File: config.mk
export PLATFORM = sky130hd
export DESIGN_NAME = deosc_multi
export DESIGN_NICKNAME = d
export VERILOG_FILES = /design/src/rtl/deosc_multi_pkg.sv /design/src/rtl/deosc_chan.sv /design/src/rtl/deosc_multi.sv
export SDC_FILE = /design/constraint.sdc
export NUM_CORES = 1
export LEC_CHECK = 0
export BUFFER_PORTS_ARGS = -buffer_cell sky130_fd_sc_hd__buf_2
export CAP_MARGIN = 20
export CORE_ASPECT_RATIO = 1.1
export CORE_UTILIZATION = 60
export DETAILED_ROUTE_END_ITERATION = 6
export PLACE_DENSITY = 0.79
export REMOVE_ABC_BUFFERS = 1
export SYNTH_ARGS = -nofsm -noshare
export SYNTH_HDL_FRONTEND = slang
export SYNTH_SLANG_ARGS = --single-unit
File: constraint.sdc
create_clock -name clkus -period 2.1 [get_ports clkus]
set_input_delay 0.105 -clock clkus [delete_from_list [all_inputs] [get_ports clkus]]
set_output_delay 0.105 -clock clkus [all_outputs]
set_load 0.01 [all_outputs]
File: src/rtl/deosc_multi_pkg.sv
// Shared tick-clock constants and hold-time helpers for the deoscillator blocks.
package deosc_multi_pkg;

  localparam int unsigned CLK_HZ      = 1_000_000;
  localparam int unsigned DEOSC_T_IR  = 5000;
  localparam int unsigned DEOSC_T_KEY = 20000;

  // A hold time is usable when it is at least one cycle and fits in the counter.
  function automatic bit time_ok(input int unsigned t, input int unsigned bits);
    if (t < 32'd1) return 1'b0;
    if (bits >= 32'd32) return 1'b1;
    return t <= ((32'd1 << bits) - 32'd1);
  endfunction

endpackage

File: src/rtl/deosc_chan.sv
// One deoscillator channel: two-flop synchroniser, hold counter and edge pulses.
module deosc_chan
  import deosc_multi_pkg::*;
#(
  parameter int unsigned BITS      = 13,
  parameter int unsigned TIME_RISE = DEOSC_T_IR,
  parameter int unsigned TIME_FALL = DEOSC_T_IR,
  parameter bit          INIT      = 1'b0
) (
  input  logic clkus,
  input  logic rst_n,
  input  logic in,
  output logic out,
  output logic rise,
  output logic fall,
  output logic busy
);

  localparam logic [BITS-1:0] RISE_LAST = BITS'(TIME_RISE - 32'd1);
  localparam logic [BITS-1:0] FALL_LAST = BITS'(TIME_FALL - 32'd1);

  logic            sync1;
  logic            sync2;
  logic [BITS-1:0] cnt;
  logic [BITS-1:0] last_c;

  // Terminal count depends on the direction the synchronised input is heading.
  assign last_c = sync2 ? RISE_LAST : FALL_LAST;

  always_ff @(posedge clkus or negedge rst_n) begin
    if (!rst_n) begin
      sync1 <= INIT;
      sync2 <= INIT;
      out   <= INIT;
      cnt   <= '0;
      rise  <= 1'b0;
      fall  <= 1'b0;
    end else begin
      sync1 <= in;
      sync2 <= sync1;
      rise  <= 1'b0;
      fall  <= 1'b0;
      if (sync2 == out) begin
        cnt <= '0;
      end else if (cnt == last_c) begin
        out  <= sync2;
        cnt  <= '0;
        rise <= sync2;
        fall <= ~sync2;
      end else begin
        cnt <= cnt + BITS'(1);
      end
    end
  end

  assign busy = (cnt != '0);

endmodule

File: src/rtl/deosc_multi.sv
// Multi-channel glitch filter for IR receiver and push-button pins on the 1 MHz tick clock.
module deosc_multi
  import deosc_multi_pkg::*;
#(
  parameter int unsigned CH        = 4,
  parameter int unsigned BITS      = 13,
  parameter int unsigned TIME_RISE = DEOSC_T_IR,
  parameter int unsigned TIME_FALL = DEOSC_T_IR,
  parameter bit          INIT      = 1'b0
) (
  input  logic          clkus,
  input  logic          rst_n,
  input  logic [CH-1:0] in,
  output logic [CH-1:0] out,
  output logic [CH-1:0] rise,
  output logic [CH-1:0] fall,
  output logic [CH-1:0] busy
);

  // Hold times outside 1..2^BITS-1 would make the counter wrap or never fire.
  if (!time_ok(TIME_RISE, BITS) || !time_ok(TIME_FALL, BITS)) begin : g_param_err
    $error("deosc_multi: TIME_RISE/TIME_FALL must be in 1..2^BITS-1");
  end

  for (genvar i = 0; i < CH; i++) begin : g_chan
    deosc_chan #(
      .BITS      (BITS),
      .TIME_RISE (TIME_RISE),
      .TIME_FALL (TIME_FALL),
      .INIT      (INIT)
    ) u_chan (
      .clkus (clkus),
      .rst_n (rst_n),
      .in    (in[i]),
      .out   (out[i]),
      .rise  (rise[i]),
      .fall  (fall[i]),
      .busy  (busy[i])
    );
  end

endmodule

==> results of run 1 <==
## how the worst min path moves through the flow
stage	depth (start not counted)	end	slack (ps)	start
6_report	3	g_chan[3].u_chan.cnt[8]$_DFF_PN0_	310	rst_n
5_1_grt	3	g_chan[3].u_chan.cnt[12]$_DFF_PN0_	340	rst_n
4_1_cts	3	g_chan[3].u_chan.cnt[9]$_DFF_PN0_	310	rst_n
3_5_place_dp	2	g_chan[3].u_chan.cnt[7]$_DFF_PN0_	160	rst_n
3_3_place_gp	2	g_chan[3].u_chan.cnt[9]$_DFF_PN0_	160	rst_n
2_1_floorplan	0	g_chan[0].u_chan.cnt[0]$_DFF_PN0_	-190	rst_n
## final cells by class
cell class	count	share of cell area, %
Clock buffer	12	4.42
Inverter	16	1.61
Timing Repair Buffer	27	4.69
Clock inverter	4	1.37
Sequential cell	72	48.2
Multi-Input combinational cell	221	37.2
Tap cell	75	2.51
## worst max-delay path: stages (launching register included)
cell	delay [ps]
dfrtp_1	430
or4_1	550
or4_4	580
nand2_2	230
nor2_1	90
## power groups by stage
stage | logic [mW] | clock network [mW] | registers (mW)
2_1_floorplan | 0.0715 | 0 | 1.46
3_3_place_gp | 0.131 | 0 | 1.47
3_5_place_dp | 0.136 | 0 | 1.47
4_1_cts | 0.144 | 1.18 | 1.44
5_1_grt | 0.161 | 1.24 | 1.45
6_report | 0.140 | 1.15 | 1.44
## cell families (layout without fill, tap and decap cells)
family / Yosys count / after routing / share of synthesized area (%)
XOR/XNOR: 48 / 48 / 12.3
flip-flops: 72 / 72 / 52.9
buffers and inverters: 38 / 59 / 6.39
AND/OR/NAND/NOR: 161 / 161 / 23.9
adder cells (fa/ha/maj): 8 / 8 / 2.94
multiplexers: 4 / 4 / 1.54
## cells in the final DEF (no fill, tap or decap), types with 2 or more instances in the layout
cell type       n
and3_1         12
buf_2          21
clkbuf_8       12
dfrtp_1        72
dlygate4sd3_1   5
ha_1            8
inv_1          16
mux2_2          2
mux2_4          2
nand2_1        10
nand2_2         2
nand3_1        18
nand3b_1        2
nand4_1        15
nor2_1         62
nor3_1         15
nor3b_1         8
nor4_1          7
nor4b_1         2
or2_2           2
or3_1           2
or4_1           2
or4_4           2
xnor2_1        35
xor2_1         13
## routing by layer
metal | part of all wire [%] | vias up | wire length (um) | global-route usage [%]
li1 | - | 1123 | - | -
met1 | 46 | 1147 | 2730 | 29.0
met2 | 48 | 66 | 2840 | 35.2
met3 | 3.8 | 12 | 225 | 4.47
met4 | 2.2 | 0 | 131 | 13.1
met5 | 0 | - | 0 | 0
## through the flow
stage	hold slack [ps]	area [um2]	instances
after global placement	156	3470	406
after global routing	341	3740	427
after CTS	313	3740	427
final	312	3740	427
after detailed placement	160	3470	406
after floorplan	-191	3250	309
## sequential cells by signal (all words and copies together) (netlist names)
signal / count
g_chan.u_chan.sync1: 4
g_chan.u_chan.fall: 4
g_chan.u_chan.cnt: 52
g_chan.u_chan.rise: 4
g_chan.u_chan.out: 4
g_chan.u_chan.sync2: 4
## what timing repair did
| action | in CTS | in global routing |
|---|---|---|
| hold buffers | 5 | 0 |
| setup buffers | 0 | 0 |
| hold endpoints to repair | 76 | 0 |
| setup endpoints to repair | 0 | 0 |
| resized for setup | 0 | 0 |
==> results.cfg, run 1 <==
[detailed_routing]
post_drt_via_cell_ratio = 5.50
drt_wl_total_mm = 5.92
wl_per_cell_um = 13.9
num_vias = 2348
initialDrtViolationCount = 132
drc = 0
dr.pass1.iters = 4
final_antenna_net_count = 0

[die]
die_y_um = 81.0
core_um2 = 5430
die-area_um2 = 5990
start_util_pct = 62.8
io-pin-count = 22
die_x_um = 73.9
row_count = 28

[global_route]
antenna_found_initial = 0
grt_pass1_vias = 2222
grt_max_degree = 73
grt_usage_pct = 22.5
grt_pass1_wl_mm = 9.92
overflow = 0

[clocking]
cts_made_buffers = 9
root_buffer = clkbuf_8
clock_sinks = 72
cts_max_level = 3
clk_latency_ps = 340
cts_buffer_depth = 2
cts_tree = yes
clk_pin_slew_worst_paths_ps = 80

[synth]
yosysUniqueCellTypes = 25
synth_common_cells = dfrtp_1, nor2_1, xnor2_1
synth_area_leaders = dfrtp_1, xnor2_1, nor2_1
ys_warn_count = 0
synth_cells = 331
avgSynthCellArea_um2 = 10.3
synthArstFlopShare_pct = 100
syn-cell-area_um2 = 3410
synth.ff_latch_count = 72
synth-main-ff-cell = dfrtp_1
synth_area_leader_cell = dfrtp_1
synth-edff-count = 0
synth.most_common_cell = dfrtp_1
synth_top_area_share_pct = 52.9
ys_seq_area_share_pct = 52.9

[setup_path]
startpoint_type = register
r2r_slack_ps = 100
reg2reg_from = g_chan[0].u_chan.cnt[5]$_DFF_PN0_
r2r-end = g_chan[0].u_chan.cnt[2]$_DFF_PN0_
cp-end-kind = register
crit_type = register to register
required_ps = 2330
cp.arrival_ps = 2230
crit_fanout = 12
crit_start = g_chan[0].u_chan.cnt[5]$_DFF_PN0_
crit_end = g_chan[0].u_chan.cnt[2]$_DFF_PN0_
r2r_cells = 4

[power_and_ir_drop]
pwr-share-clk_pct = 42.0
seq_power_share_pct = 52.8
p_int_mw = 2.12
power_mw = 2.73
powerDensity_nw_per_um2 = 731
sw_frac_of_total_pct = 22.6
irDropWorstVdd_mv = 0.435
p_sw_mw = 0.617
p_comb_share_pct = 5.1
static-leakage-power_nw = 1.69

[sta]
setup_viol = 0
fin_crit_ps = 2000
skew_ps = 9.12
finalWorstSetupSlack_ps = 100
fin_tns_setup_ps = 0
fmax_mhz = 500
maxSlewHeadroom_pct = 73.6
min_period_over_period_pct = 95.2
worst_pin_slew_ps = 393
slew_violations = 0
hold_viol = 0
grt_setup_unrepaired = false

[run]
maxCapViolCount = 0

[placed_design]
dp_hpwl_mm = 3.79
io_buffers = 21
place.gp.congestion = 0.803
pre_cts_slack_ps = 125

[hold_path]
min_path_type = input pin to asynchronous set/reset pin

[final_layout]
regArea_um2 = 1800
drive_gt1_share_pct = 13.6
nets = 361
n_antenna_cell = 0
multi_input_area_um2 = 1390
utilization_pct = 68.8
syn2layout_area_growth_pct = 9.62
fillers = 414

[status]
status = completed
Power figures use the tool's default switching activity.
==> run 2: changes to the inputs <==
Settings changed: CORE_UTILIZATION 60 to 35, PLACE_DENSITY 0.79 to default, TNS_END_PERCENT from default to 10.
==> run 2 against run 1 <==
  * Critical path type unchanged
  * Largest power group unchanged
  * Cell count rose by 10%
  * Die area grew 69%
  * Hold slack got worse by 73 ps
  * Maximum frequency grew 1.1%
  * Power increased by 1.4%
  * Clock skew rose by 3.3 ps
  * Final area increased by 1.5%
  * Core utilization down 28 points
==> results.cfg, run 2 (synthesis results as in run 1) <==
[clocking]
cts_made_buffers = 9
postCtsSetupBuffers = 0
root_buffer = clkbuf_8
clock_sinks = 72
clk_latency_ps = 350
cts_tree = yes
cts_max_level = 3
cts_buffer_depth = 2
clk_pin_slew_worst_paths_ps = 80

[power_and_ir_drop]
powerDensity_nw_per_um2 = 731
power_mw = 2.77
irDropWorstVdd_mv = 0.448
static-leakage-power_nw = 1.69

[placed_design]
place.gp.congestion = 0.814
io_buffers = 21
dp_hpwl_mm = 3.99

[detailed_routing]
drt_wl_total_mm = 5.91
final_antenna_net_count = 0
num_vias = 2290
initialDrtViolationCount = 115
drc = 0
dr.pass1.iters = 4
post_drt_via_cell_ratio = 4.87
wl_per_cell_um = 12.6

[die]
die-area_um2 = 10100
row_count = 37
io-pin-count = 22
start_util_pct = 36.3
core_um2 = 9400
die_x_um = 96.1
die_y_um = 105

[final_layout]
regMostFlops = g_chan.u_chan.cnt
drive_gt1_share_pct = 13.3
nets = 362
largest_register_ffs = 52
layout_common_cells = dfrtp_1, nor2_1, xnor2_1
fillers = 930
n_antenna_cell = 0
syn2layout_area_growth_pct = 11.3
final_common_cell = dfrtp_1

[global_route]
grt_max_degree = 37
grt_usage_pct = 13.7
grt_pass1_wl_mm = 10.6
grt_pass1_vias = 2290
antenna_found_initial = 0
overflow = 0

[sta]
hold_viol = 0
setup_viol = 0
skew_ps = 12.4
fin_tns_setup_ps = 0
min_period_over_period_pct = 94.1
fin_crit_ps = 1980
slew_violations = 0
maxSlewHeadroom_pct = 71.0
grt_setup_unrepaired = false
fmax_mhz = 506
worst_pin_slew_ps = 433

[setup_path]
crit_fanout = 12
crit_type = register to register
crit_start = g_chan[2].u_chan.cnt[10]$_DFF_PN0_
r2r_slack_ps = 120
required_ps = 2320
cp-end-kind = register
startpoint_type = register
reg2reg_from = g_chan[2].u_chan.cnt[10]$_DFF_PN0_
cp.arrival_ps = 2190

[status]
status = completed

[run]
maxCapViolCount = 0

[hold_path]
min_path_type = input pin to asynchronous set/reset pin
## run 2: worst paths after layout
path,endpoint,cells past startpoint
max,g_chan[2].u_chan.cnt[11]$_DFF_PN0_,4
min,g_chan[3].u_chan.cnt[8]$_DFF_PN0_,2
max reg2reg,g_chan[2].u_chan.cnt[11]$_DFF_PN0_,4
min reg2reg,g_chan[0].u_chan.sync2$_DFF_PN0_,0
max in group asynchronous,g_chan[0].u_chan.sync1$_DFF_PN0_,3
min in group clkus,g_chan[0].u_chan.sync2$_DFF_PN0_,0
## run 2: worst max-delay path, stage by stage, from the launching register on
cell	delay [ps]
dfrtp_1	420
or4_1	550
or4_4	570
nand2_2	220
nor2_1	90
## run 2: repair_timing
action | CTS | global route
hold endpoints to repair | 19 | 0
resized for setup | 0 | 0
hold buffers | 5 | 0
## run 2: cell type report
class	count	area, um2	share of cell area [%]
Multi-Input combinational cell	221	1390	36.6
Clock inverter	5	81.3	2.14
Timing Repair Buffer	28	183	4.82
Sequential cell	72	1800	47.5
Tap cell	117	146	3.86
Clock buffer	11	131	3.46
Inverter	16	60.1	1.58
## run 2: per-stage QoR
stage | hold slack, ps | setup WS, ps | std cells | area (um2) | util [%]
after detailed placement | 58.9 | 114 | 449 | 3530 | 37.6
after global placement | 52.0 | 167 | 449 | 3530 | 37.6
after global routing | 249 | 19.4 | 470 | 3790 | 40.4
after CTS | 227 | 107 | 470 | 3790 | 40.4
after floorplan | -191 | 198 | 309 | 3250 | -
final | 239 | 123 | 470 | 3790 | 40.4
## run 2: routing by layer
layer | GRT usage [%] | vias to the layer above | wire length [um]
met1 | 18.4 | 1115 | 2850
met3 | 2.89 | 10 | 171
li1 | - | 1129 | -
met5 | 0 | - | 0
met2 | 20.1 | 36 | 2750
met4 | 7.78 | 0 | 138
## run 2: power by group
part / internal [mW] / total (mW) / switching, mW
sequential: 1.41 / 1.44 / 0.0316
clock: 0.670 / 1.18 / 0.513
combinational: 0.0593 / 0.146 / 0.0862
total: 2.14 / 2.77 / 0.630
==> run 3: changes to the inputs <==
Settings changed: RECOVER_POWER from default to 100.
==> run 3 against run 2 <==
  * Non-clock buffer count did not move
  * Clock power barely moved
  * Sequential cell count did not move
  * Critical path depth fell by 1
  * Combinational power fell by 5%
  * Critical path type unchanged
  * Highest routed layer unchanged
==> results.cfg, run 3 (synthesis results as in run 1) <==
[die]
die_y_um = 105
die-area_um2 = 10100
die_x_um = 96.1
row_count = 37
core_um2 = 9400
start_util_pct = 36.3
io-pin-count = 22

[setup_path]
cp_top_family = simple AND/OR/NAND/NOR gates
startpoint_type = register
crit_type = register to register
cp.arrival_ps = 2200
max_stage_delay_ps = 570
crit_fanout = 5
worst-path-buf-inv = 0
slowest_stage = or4_4
required_ps = 2320
cp-end-kind = register
crit_path_cell_trace = or4_1 -> or4_4 -> mux2_1

[global_route]
grt_pass1_wl_mm = 10.6
overflow = 0
grt_max_degree = 37
grt_pass1_vias = 2290
antenna_found_initial = 0
grt_usage_pct = 13.7

[sta]
fin_crit_ps = 1980
worst_pin_slew_ps = 938
slew_violations = 0
finalWorstSetupSlack_ps = 122
fin_tns_setup_ps = 0
fmax_mhz = 505
skew_ps = 13.5
hold_viol = 0
min_period_over_period_pct = 94.2
maxSlewHeadroom_pct = 37.4
setup_viol = 0
grt_setup_unrepaired = false

[power_and_ir_drop]
p_sw_mw = 0.631
pwr-share-clk_pct = 42.8
sw_frac_of_total_pct = 22.8
powerDensity_nw_per_um2 = 738
p_int_mw = 2.13
static-leakage-power_nw = 1.61
seq_power_share_pct = 52.2
p_comb_share_pct = 5.0
irDropWorstVdd_mv = 0.447

[final_layout]
multi_input_area_um2 = 1380
fillers = 940
regArea_um2 = 1800
drive_gt1_share_pct = 7.65
final_common_cell = dfrtp_1
stdcell_area_um2 = 3740
largest_register_ffs = 52
regMostFlops = g_chan.u_chan.cnt
layout_common_cells = dfrtp_1, nor2_1, xnor2_1
nets = 362
syn2layout_area_growth_pct = 9.88
n_antenna_cell = 0

[detailed_routing]
num_vias = 2295
drt_wl_total_mm = 5.92
drc = 0
final_antenna_net_count = 0
initialDrtViolationCount = 125
post_drt_via_cell_ratio = 4.88
wl_per_cell_um = 12.6
dr.pass1.iters = 4

[clocking]
root_buffer = clkbuf_8
clk_pin_slew_worst_paths_ps = 70
cts_made_buffers = 9
clk_latency_ps = 350
cts_tree = yes
post_cts_resized = 0
clock_sinks = 72
cts_max_level = 3
postCtsSetupBuffers = 0
cts_buffer_depth = 2

[placed_design]
detailed_place.area_um2 = 3530
io_buffers = 21
place.gp.congestion = 0.814
dp_hpwl_mm = 3.99
pre_cts_slack_ps = 114

[run]
maxCapViolCount = 0

[hold_path]
min_path_type = register to register

[status]
status = completed
run 3: cell count changes in the layout (fill, tap and decap cells not counted):
cell and change:
clkbuf_2 +1, mux2_1 +2, mux2_4 -2, clkbuf_1 +18, buf_12 -1, buf_2 -17, buf_4 -1
run 3: timing repair:
action,CTS,global route
hold buffers,5,0
setup endpoints to repair,0,0
endpoints found under the hold margin,19,0
run 3: metrics by stage:
step | total power [mW] | cells | hold WS, ps | utilization (%)
after floorplan | 1.53 | 309 | -191 | -
final | 2.77 | 470 | 349 | 39.8
after CTS | 2.82 | 470 | 227 | 40.4
after detailed placement | 1.61 | 449 | 58.9 | 37.6
after global placement | 1.61 | 449 | 52.0 | 37.6
after global routing | 2.89 | 470 | 357 | 39.8
run 3: worst reg2reg max path: stages (launching register included):
cell,delay (ps)
dfrtp_1,430
or4_1,540
or4_4,570
mux2_1,330
run 3: final cells by class:
| class | instances | area share [%] |
|---|---|---|
| Multi-Input combinational cell | 221 | 36.9 |
| Sequential cell | 72 | 48.1 |
| Tap cell | 117 | 3.91 |
| Clock inverter | 5 | 2.17 |
| Timing Repair Buffer | 28 | 3.81 |
| Clock buffer | 11 | 3.51 |
| Inverter | 16 | 1.60 |
run 3: power by group through the flow:
stage	clock network, mW	registers, mW	logic [mW]
2_1_floorplan	0	1.46	0.0715
3_3_place_gp	0	1.47	0.138
3_5_place_dp	0	1.47	0.141
4_1_cts	1.22	1.44	0.151
5_1_grt	1.28	1.45	0.163
6_report	1.18	1.44	0.138
run 3: worst paths after layout:
kind | startpoint | endpoint | slack [ps] | cells after the start
max in group asynchronous | rst_n | g_chan[0].u_chan.cnt[12]$_DFF_PN0_ | 350 | 3
worst min-delay path | g_chan[0].u_chan.sync1$_DFF_PN0_ | g_chan[0].u_chan.sync2$_DFF_PN0_ | 350 | 0
worst max register to register | g_chan[0].u_chan.cnt[5]$_DFF_PN0_ | g_chan[0].u_chan.out$_DFFE_PN0P_ | 120 | 3
worst max-delay path | g_chan[0].u_chan.cnt[5]$_DFF_PN0_ | g_chan[0].u_chan.out$_DFFE_PN0P_ | 120 | 3
worst min register to register | g_chan[0].u_chan.sync1$_DFF_PN0_ | g_chan[0].u_chan.sync2$_DFF_PN0_ | 350 | 0
min in group asynchronous | rst_n | g_chan[3].u_chan.cnt[8]$_DFF_PN0_ | 420 | 2
run 3: per-layer routing:
layer  global-route usage (%)  part of all wire [%]
met4                     7.78                   2.3
met1                     18.4                    48
met2                     20.1                    46
met3                     2.89                   2.9
met5                        0                     0
